**src/rtl/riscv_pkg.sv**
```systemverilog
// riscv_pkg: shared pipeline constants and the IF/ID record
package riscv_pkg;
   localparam logic [31:0] NOP_INSTR = 32'h0000_0013;
   typedef struct packed {
      logic        valid;
      logic [31:0] pc;
      logic [31:0] pc_plus4;
      logic [31:0] instr;
   } if_id_t;
endpackage

```
**src/rtl/if_id_reg.sv**
```systemverilog
// if_id_reg: IF/ID pipeline register with hold and bubble controls
module if_id_reg
   import riscv_pkg::*;
#(
   parameter logic [31:0] BUBBLE_INSTR = NOP_INSTR
) (
   input  logic   i_clk,
   input  logic   i_rst_n,
   input  logic   i_hold,
   input  logic   i_bubble,
   input  if_id_t i_d,
   output if_id_t o_q
);
   // a bubble keeps pc/pc_plus4 so only valid and instr change
   always_ff @(posedge i_clk or negedge i_rst_n)
      if (!i_rst_n) o_q <= '{valid: 1'b0, pc: 32'd0, pc_plus4: 32'd0, instr: BUBBLE_INSTR};
      else if (i_bubble) begin
         o_q.valid <= 1'b0;
         o_q.instr <= BUBBLE_INSTR;
      end
      else if (!i_hold) o_q <= i_d;
endmodule

```
**src/rtl/if_stage.sv**
```systemverilog
// if_stage: program counter, next-PC selection and IF/ID capture
module if_stage
   import riscv_pkg::*;
#(
   parameter logic [31:0] RESET_PC  = 32'h0000_0000,
   parameter logic [31:0] NOP_INSTR = riscv_pkg::NOP_INSTR
) (
   input  logic        i_clk,
   input  logic        i_rst_n,
   output logic [31:0] o_imem_addr,
   input  logic [31:0] i_imem_instr,
   input  logic        i_stall,
   input  logic        i_flush,
   input  logic        i_redirect,
   input  logic [31:0] i_redirect_pc,
   output logic        o_id_valid,
   output logic [31:0] o_id_pc,
   output logic [31:0] o_id_pc_plus4,
   output logic [31:0] o_id_instr
);
   logic [31:0] pc, pc_plus4;
   logic        unused_target_lsbs;
   if_id_t      id_q;
   assign pc_plus4           = pc + 32'd4;
   assign unused_target_lsbs = ^i_redirect_pc[1:0];
   // redirect outranks stall; targets are forced to word alignment
   always_ff @(posedge i_clk or negedge i_rst_n)
      if (!i_rst_n) pc <= RESET_PC;
      else if (i_redirect) pc <= {i_redirect_pc[31:2], 2'b00};
      else if (!i_stall) pc <= pc_plus4;
   if_id_reg #(.BUBBLE_INSTR(NOP_INSTR)) u_if_id (
      .i_clk   (i_clk),
      .i_rst_n (i_rst_n),
      .i_hold  (i_stall),
      .i_bubble(i_redirect | i_flush),
      .i_d     ('{valid: 1'b1, pc: pc, pc_plus4: pc_plus4, instr: i_imem_instr}),
      .o_q     (id_q)
   );
   assign o_imem_addr   = pc;
   assign o_id_valid    = id_q.valid;
   assign o_id_pc       = id_q.pc;
   assign o_id_pc_plus4 = id_q.pc_plus4;
   assign o_id_instr    = id_q.instr;
endmodule
```
**config.mk**
```make
export PLATFORM = sky130hd
export DESIGN_NAME = if_stage
export DESIGN_NICKNAME = d
export VERILOG_FILES = /design/src/rtl/riscv_pkg.sv /design/src/rtl/if_id_reg.sv /design/src/rtl/if_stage.sv
export SDC_FILE = /design/constraint.sdc
export NUM_CORES = 1
export LEC_CHECK = 0
export CAP_MARGIN = 40
export CORE_UTILIZATION = 35
export CTS_CLUSTER_SIZE = 14
export DETAILED_ROUTE_END_ITERATION = 12
export HOLD_SLACK_MARGIN = 0.1
export PLACE_DENSITY = 0.62
export SLEW_MARGIN = 25
export SYNTH_ARGS = -nofsm -noshare
export SYNTH_HDL_FRONTEND = slang
export SYNTH_SLANG_ARGS = --single-unit
export TNS_END_PERCENT = 5
```
**constraint.sdc**
```tcl
create_clock -name i_clk -period 2.6 [get_ports i_clk]
set_input_delay 0.39 -clock i_clk [delete_from_list [all_inputs] [get_ports i_clk]]
set_output_delay 0.39 -clock i_clk [all_outputs]
set_load 0.02 [all_outputs]
```
==> metrics.md <==
| Metric | Value |
|---|---|
| Initial antenna violation count | 2 |
| Clock sink total | 123 |
| Worst-skew pair later-pin latency | 420 ps |
| Largest delay contributor family on the critical path | simple AND/OR/NAND/NOR gates |
| Routability cong. | 0.766 |
| Drt wl/cell | 16.3 um |
| Final period utilization | 87.6% |
| CORE AREA | 15,400 um^2 |
| Async S/R FF share, synth | 100% |
| Die Area | 16,600 um^2 |
| Final Hold Viols | 0 |
| Initial core utilization | 36.4% |
| Clock buffer count from CTS | 17 |
| WP buf/inv | 1 |
| Crit Reg-Reg Endpoint | o_imem_addr[16] |
| Synth top area share | 53.5% |
| Worst Path Required | 2930 ps |
| Largest net degree at the start of global routing | 75 |
| FP Rows | 45 |
| Vias post-DR | 4,791 |
| Seq pwr share | 40.1% |
| Worst Hold Depth | 4 |
| Unrepaired setup endpoints after global routing | false |
| Clk slew on worst S/H paths | 50 ps |
| FF-to-FF setup slack | 320 ps |
| Fill cells | 1,415 |
| Post-synth EDFFs | 0 |
| Cell breakdown of the critical path | ha_1, nand3_1, nor4_1, buf_4, nand4_1, xor2_1, o21ai_0 |
| Layout Nets | 828 |
| Remaining global-route overflow | 0 |
| Slew @ Worst Pin | 725 ps |
| I/O pin cnt | 198 |
| Worst Path Arrival | 2610 ps |
| Global Route Usage Sum | 20.0% |
| Pint | 4.17 mW |
| Drt pass-1 iters | 4 |
| Setup Skew | 9.84 ps |
| DIE WIDTH | 129 um |
| Status | finished, final reports clean |
| Area contributors post-synth | dfrtp_1 53%, nand2_1 11%, xor2_1 4.7% |
| 1st-iter DRT viols | 254 |
| CTS tree | done |
| Nature of the critical path startpoint | register |
| Synth top cells by count | 165 x nand2_1, 120 x dfrtp_1, 52 x o21ai_0 |
| Final ANT Viol Nets | 0 |
| Post-Syn Area | 5620 um^2 |
| Remaining DRCs | 0 |
| Critical path depth in cells | 7 |
| Avg Inst Size Synth | 9.64 um^2 |
| P_leak | 3.52 nW |
| R2R depth | 7 |
| Synth area leader | dfrtp_1 |
| Fmax | 439 MHz |
| Post-synthesis sequential area ratio | 54.9% |
| Synth-to-Final Area Change | 47.5% |
| CP max-delay cell | dfrtp_1 |
| Net Sw Frac | 28.9% |
| Critical path class | reg2reg |
| Crit-path max cell delay | 510 ps |
| Hold_sp | i_redirect |
| Comb pwr share | 21.8% |
| Post-Syn Instances | 583 |
| Top FF cell, synth | dfrtp_1 |
| Setup violations, final | 0 |
| Largest vdd supply drop | 0.430 mV |
| Port bufs | 189 |
| Clock power share | 38.2% |
| Synth unique cells | 39 |
| Tot Pwr | 5.87 mW |
| Vias in the first global route | 4,861 |
| Die height | 129 um |
| Flops & latches, synth | 123 |
| Worst setup EP type | register |
| Via density per instance | 4.87 |
| CTS H-tree depth | 4 |
| Hold WS | 433 ps |
| CP Max Fanout | 6 |
| Max cap viols | 0 |
| Slew Viols, Final | 0 |
| Clk Tree Root Cell | clkbuf_16 |
| WHS Endpoint | u_if_id.o_q[1] |
| Tmin final | 2280 ps |
| Layout cells sized above 1 | 8.43% |
| Setup_tns | 0 ps |
| Rel. slew slack | 51.3% |
| WL final | 16,000 um |
| Synth warn | 0 |
| Hold Path Class | in2reg |
| # resized after CTS | 0 |
| Final core occ | 53.7% |
| Net Sw Power | 1.69 mW |
| CTS max path bufs | 2 |
| Global-route wire length before repair | 25,300 um |
| Most frequent cell after synthesis | nand2_1 |
| Reg-to-reg critical path startpoint | o_imem_addr[2] |
| Pwr/cell area | 708 nW/um^2 |
| Post-DP HPWL | 11,200 um |
[repair_timing]
action,CTS,global route
hold endpoints to repair,49,0
setup buffers,0,0
hold buffers,1,0
[state kept, by name, indices dropped and copies added, names as in the netlist]
signal and cells:
o_imem_addr 30, u_if_id.o_q 93
[logic make-up (layout without fill, tap and decap cells)]
kind of cell / count (synthesis) / count (layout) / synth area share [%]
xor+xnor: 57 / 57 / 8.89
buf+inv: 56 / 239 / 4.48
simple gates: 252 / 252 / 20.9
compound gates: 91 / 91 / 10.2
flops: 123 / 123 / 54.9
other cells: 1 / 7 / 0.0668
fa+ha+maj: 1 / 1 / 0.223
mux: 2 / 2 / 0.356
[per-layer routing]
layer | part of all wire [%] | GRT usage, %
met3 | 5.1 | 5.24
met4 | 1.5 | 7.68
met5 | 0.075 | 0
met1 | 44 | 24.8
met2 | 50 | 33.5
[per-stage QoR]
stage	area [um^2]	setup slack, ps	instances
after global placement	7710	428	949
after CTS	8280	343	982
after global routing	8280	164	982
after floorplan	5640	468	588
after detailed placement	7710	373	949
final	8280	322	983
[tightest hold or removal path: stages]
cell	delay, ps
buf_2	130
nor2_1	70
buf_4	150
nand2_1	60
[layout make-up]
cell class | count | area [um^2] | share of cell area [%]
Clock inverter | 7 | 65.1 | 0.785
Antenna cell | 1 | 2.50 | 0.0302
Timing Repair Buffer | 206 | 2060 | 24.8
Tap cell | 211 | 264 | 3.19
Sequential cell | 123 | 3080 | 37.2
Multi-Input combinational cell | 409 | 2320 | 28.0
Clock buffer | 25 | 495 | 5.98
Inverter | 1 | 3.75 | 0.0453
[layout by cell type (no fill, tap or decap), types with 2 or more instances in the layout]
cell             instances
and3_1                   3
nand3_1                 17
nor3_2                   3
a21oi_1                  3
dfstp_2                  3
clkbuf_16               17
o21ai_1                  4
mux2i_1                  2
buf_4                   13
o22a_1                   2
clkdlybuf4s50_1        187
xnor2_1                 27
or2_2                    4
clkbuf_1                 4
nor4_4                   3
xor2_1                  30
buf_12                   3
clkinv_2                 4
nor2_1                  17
a22o_1                  29
and2_1                   2
o21ai_0                 52
dfrtp_1                120
conb_1                   6
nand2_1                164
nand4_1                 16
nor4_2                   2
clkbuf_8                 4
nor3_1                  10
nor4_1                   3
clkinvlp_4               2
[worst max-delay path by stage]
stage                         startpoint              end  slack, ps
final                     o_imem_addr[2]  o_imem_addr[16]        320
after global routing      o_imem_addr[2]  o_imem_addr[16]        160
after CTS                 o_imem_addr[2]  o_imem_addr[16]        340
after detailed placement  o_imem_addr[2]  o_imem_addr[16]        370
after global placement    o_imem_addr[2]  o_imem_addr[16]        430
after floorplan           o_imem_addr[2]  o_imem_addr[16]        470
[power by group through the flow]
stage	clock [mW]	sequential, mW	combinational (mW)
floorplan	0	2.59	0.361
global placement	0	2.37	1.27
detailed placement	0	2.39	1.29
CTS	2.28	2.36	1.30
global route	2.38	2.38	1.37
finish	2.24	2.35	1.28
Power figures use the tool's default switching activity.
